File: src/rtl/fxp_pkg.sv
// Shared Q4.11 fixed-point definitions for the vec_dot lanes and other PEs.
package fxp_pkg;
  localparam int WIDTH = 16;
  localparam int FRAC  = 11;

  typedef logic signed [15:0] fxp_t;

  localparam fxp_t FXP_MAX = 16'h7FFF;
  localparam fxp_t FXP_MIN = 16'h8000;
  localparam fxp_t FXP_ONE = 16'h0800;
endpackage

File: src/rtl/fxp_mul_sat.sv
// Combinational signed fixed-point multiply: full product, round half up, saturate.
// Zero latency; no flow control.
module fxp_mul_sat #(
  parameter int WIDTH = fxp_pkg::WIDTH,
  parameter int FRAC  = fxp_pkg::FRAC
) (
  input  logic [WIDTH-1:0] a,
  input  logic [WIDTH-1:0] b,
  output logic [WIDTH-1:0] res
);
  import fxp_pkg::*;

  localparam int PW = 2 * WIDTH + 1;
  localparam logic signed [PW-1:0] RND = PW'(1) << (FRAC - 1);
  localparam logic signed [PW-1:0] HI  = PW'((2 ** (WIDTH - 1)) - 1);
  localparam logic signed [PW-1:0] LO  = ~HI;

  logic signed [PW-1:0] a_ext;
  logic signed [PW-1:0] b_ext;
  logic signed [PW-1:0] prod;
  logic signed [PW-1:0] shifted;

  // One guard bit above the 2*WIDTH product keeps the rounding add from wrapping.
  assign a_ext   = {{(WIDTH + 1){a[WIDTH-1]}}, a};
  assign b_ext   = {{(WIDTH + 1){b[WIDTH-1]}}, b};
  assign prod    = a_ext * b_ext;
  assign shifted = (prod + RND) >>> FRAC;

  always_comb begin
    res = shifted[WIDTH-1:0];
    if (shifted > HI) begin
      res = HI[WIDTH-1:0];
    end else if (shifted < LO) begin
      res = LO[WIDTH-1:0];
    end
  end
endmodule

File: src/rtl/vec_dot_basic_cell.sv
// Scalar vec_dot lane: capture operands, then register the saturated Q4.11 product.
// Latency 2 edges from en; finish is sticky until en drops, which also aborts.
module vec_dot_basic_cell #(
  parameter int WIDTH = fxp_pkg::WIDTH,
  parameter int FRAC  = fxp_pkg::FRAC
) (
  input  logic             clk,
  input  logic             rst,
  input  logic             en,
  input  logic [WIDTH-1:0] vec_a,
  input  logic [WIDTH-1:0] vec_b,
  output logic [WIDTH-1:0] dot_out,
  output logic             finish
);
  import fxp_pkg::*;

  logic [WIDTH-1:0] a_q;
  logic [WIDTH-1:0] b_q;
  logic             s1_valid;
  logic [WIDTH-1:0] prod;

  fxp_mul_sat #(
    .WIDTH (WIDTH),
    .FRAC  (FRAC)
  ) u_mul (
    .a   (a_q),
    .b   (b_q),
    .res (prod)
  );

  always_ff @(posedge clk or negedge rst) begin
    if (!rst) begin
      a_q      <= '0;
      b_q      <= '0;
      s1_valid <= 1'b0;
      dot_out  <= '0;
      finish   <= 1'b0;
    end else if (!en) begin
      s1_valid <= 1'b0;
      finish   <= 1'b0;
    end else if (!finish) begin
      // Operands keep refreshing until finish; the last capture before it wins.
      a_q      <= vec_a;
      b_q      <= vec_b;
      s1_valid <= 1'b1;
      if (s1_valid) begin
        dot_out <= prod;
        finish  <= 1'b1;
      end
    end
  end
endmodule

File: config.mk
export PLATFORM = sky130hd
export DESIGN_NAME = vec_dot_basic_cell
export DESIGN_NICKNAME = d
export VERILOG_FILES = /design/src/rtl/fxp_pkg.sv /design/src/rtl/fxp_mul_sat.sv /design/src/rtl/vec_dot_basic_cell.sv
export SDC_FILE = /design/constraint.sdc
export NUM_CORES = 1
export LEC_CHECK = 0
export ABC_AREA = 1
export BUFFER_PORTS_ARGS = -buffer_cell sky130_fd_sc_hd__buf_2
export CORE_ASPECT_RATIO = 1.25
export CORE_MARGIN = 2
export CORE_UTILIZATION = 55
export DETAILED_ROUTE_END_ITERATION = 12
export PLACE_DENSITY = 0.72
export SKIP_LAST_GASP = 1
export SLEW_MARGIN = 20
export SYNTH_ARGS = -nofsm -noshare
export SYNTH_HDL_FRONTEND = slang
export SYNTH_SLANG_ARGS = --single-unit
File: constraint.sdc
create_clock -name clk -period 8.81 [get_ports clk]
set_clock_uncertainty 0.05 [all_clocks]
set_input_delay 0.881 -clock clk [delete_from_list [all_inputs] [get_ports clk]]
set_output_delay 0.881 -clock clk [all_outputs]
set_load 0.05 [all_outputs]
==> results.sh <==
export IMPL_status="finished clean"
export IMPL_insertedDiodeCount=0
export IMPL_crit_fanout=16
export IMPL_place_gp_congestion=1.00
export IMPL_core_rowCount=63
export IMPL_cts_buffers=5
export IMPL_cts_resized_gates=0
export IMPL_wl_mm=31.7
export IMPL_antenna_found_initial=0
export IMPL_r2r_cells=30
export IMPL_netlist_top_cells_area="fa_1 (41%), nand2_1 (16%), inv_1 (15%)"
export IMPL_drt_iter0_markers=698
export IMPL_clock_path_buffers=2
export IMPL_clk_latency_ps=310
export IMPL_ctsHoldBuffers=0
export IMPL_synth_top_area_cell="fa_1"
export IMPL_drive_gt1_frac=0.0648
export IMPL_wl_per_cell_um=15.6
export IMPL_grt_use_total=0.275
export IMPL_hold_class="reg -> reg"
export IMPL_cts_setup_buffers=0
export IMPL_required_ps=9010
export IMPL_vias_per_cell=4.98
export IMPL_grt_max_degree=51
export IMPL_cp_arrival_ps=7180
export IMPL_netlist_area_leader_share=0.409
export IMPL_io_pins=52
export IMPL_syn_cell_area_um2=13100
export IMPL_synth_warnings=0
export IMPL_synth_flop_cell="dfrtp_1"
export IMPL_first_global_vias=10600
export IMPL_die_w_um=142
export IMPL_relSlewSlack=0.345
export IMPL_synthMostInstantiatedCell="nand2_1"
export IMPL_rsz0062_at_grt="false"
export IMPL_via_count=10100
export IMPL_ys_ff_latch=50
export IMPL_hold_viol=0
export IMPL_yosysSeqAreaShare=0.0956
export IMPL_start_util=0.555
export IMPL_min_period_ps=6980
export IMPL_cts_sinks=50
export IMPL_grt_ovfl_total=0
export IMPL_cap_violations=0
export IMPL_design_die_area_um2=25000
export IMPL_synth_enable_flop_cells=0
export IMPL_slowest_stage="fa_1"
export IMPL_cp_start_kind="register"
export IMPL_fin_nets=2124
export IMPL_end_kind="register"
export IMPL_netlist_instances=1754
export IMPL_postSynthAreaPerCell_um2=7.46
export IMPL_cp_common_cell="nand2_1"
export IMPL_drc=0
export IMPL_dieHeight_um=176
export IMPL_critPathKind="reg -> reg"
export IMPL_area_delta_synth_final_pct=3.79
export IMPL_root_buffer="clkbuf_16"
export IMPL_ant_nets=0
export IMPL_io_buffers=51
export IMPL_slowest_delay_ps=770
export IMPL_slew_violations=0
export IMPL_final_fill_count=2183
export IMPL_max_clock_freq_mhz=143
export IMPL_fin_crit_sh=0.792
export IMPL_clkTransAtPathRegs_ps=80
export IMPL_first_pass_iters=5
export IMPL_coreArea_um2=23600
export IMPL_worst_pin_slew_ps=979
export IMPL_cts_tree="done"
export IMPL_syn_nets=2134
export IMPL_finalSetupViolCount=0
export IMPL_synthArstFlopShare=1.00
export IMPL_holdPathStages=2
export IMPL_finalSetupTns_ps=0
export IMPL_htreeDepth=2
export IMPL_synthDistinctLibCells=36
export IMPL_hpwl_mm=26.8
export IMPL_synth_commonest_cells="nand2_1 (569), inv_1 (515), fa_1 (267)"
export IMPL_grt_pass1_wl_mm=53.9
[flip-flops by register name, summed over array words and instances, names as in the netlist]
register	count
b_q	16
dot_out	16
s1_valid	1
a_q	16
finish	1
[metal layers]
metal  GRT usage  part of all wire
met5           0                 0
met4      0.0613             0.023
met3      0.0353             0.056
met2       0.462              0.49
met1       0.385              0.43
[kinds of logic (layout without fill, tap and decap cells)]
| logic type | count (synthesis) | after routing | share of synthesized area |
|---|---|---|---|
| AND/OR/NAND/NOR | 698 | 698 | 0.214 |
| flip-flops | 50 | 50 | 0.0956 |
| AO/OA/AOI/OAI | 48 | 48 | 0.0204 |
| adder cells (fa/ha/maj) | 345 | 345 | 0.483 |
| XOR/XNOR | 19 | 19 | 0.0127 |
| buffers and inverters | 594 | 585 | 0.174 |
[final timing paths]
path,start,end,slack [ps]
max in group asynchronous,rst,a_q[7],7600
hold / removal,dot_out[1],dot_out[1],430
setup reg to reg,b_q[1],dot_out[2],1830
min in group asynchronous,rst,dot_out[14],630
setup / recovery,b_q[1],dot_out[2],1830
hold reg to reg,dot_out[1],dot_out[1],430
[cell type report]
type                    count  area, µm²  share of cell area
clock inverters             2       16.3             0.00120
flip-flops and latches     50       1250              0.0921
inverters                 520       1950               0.144
well taps                 292        365              0.0269
repair buffers             57        300              0.0221
clock buffers               6        139              0.0102
multi-input cells        1110       9550               0.704
[critical path, delay by kind of cell, from the launching register on]
kind | cells | cell delay [ps]
adders and majority gates | 7 | 3690
and+or+nand+nor | 17 | 1840
buffers and inverters | 6 | 720
DFF | 1 | 610
[stage by stage]
stage	instance area (µm²)	worst slack, ps	hold WS [ps]	utilization	cells
3_5_place_dp	13400	1870	411	0.570	2029
2_1_floorplan	13100	2560	410	-	1754
4_1_cts	13600	1840	438	0.576	2037
5_1_grt	13600	1340	468	0.576	2037
6_report	13600	1830	434	0.576	2037
3_3_place_gp	13400	1940	407	0.570	2029
[cells in the final DEF (no fill, tap or decap)]
cell / instances
a21o_1: 1
a21oi_1: 29
a31oi_1: 2
and2_2: 1
and3_1: 2
buf_2: 51
buf_4: 6
clkbuf_16: 5
clkbuf_8: 1
clkinv_1: 1
clkinvlp_4: 1
dfrtp_1: 50
fa_1: 267
ha_1: 78
inv_1: 515
inv_2: 4
inv_6: 1
nand2_1: 569
nand2_2: 27
nand2_4: 3
nand3_1: 19
nand3_2: 2
nand3b_1: 1
nand4_1: 2
nor2_1: 58
nor2_2: 6
nor2_4: 1
nor3_1: 3
nor4_1: 1
o21ai_0: 12
o21bai_1: 3
o21bai_4: 1
or2_2: 3
xnor2_1: 9
xor2_1: 10
Power is left out: the tool's default activity adds up to more than one toggle a clock period on the data nets, which glitch-free logic cannot reach.
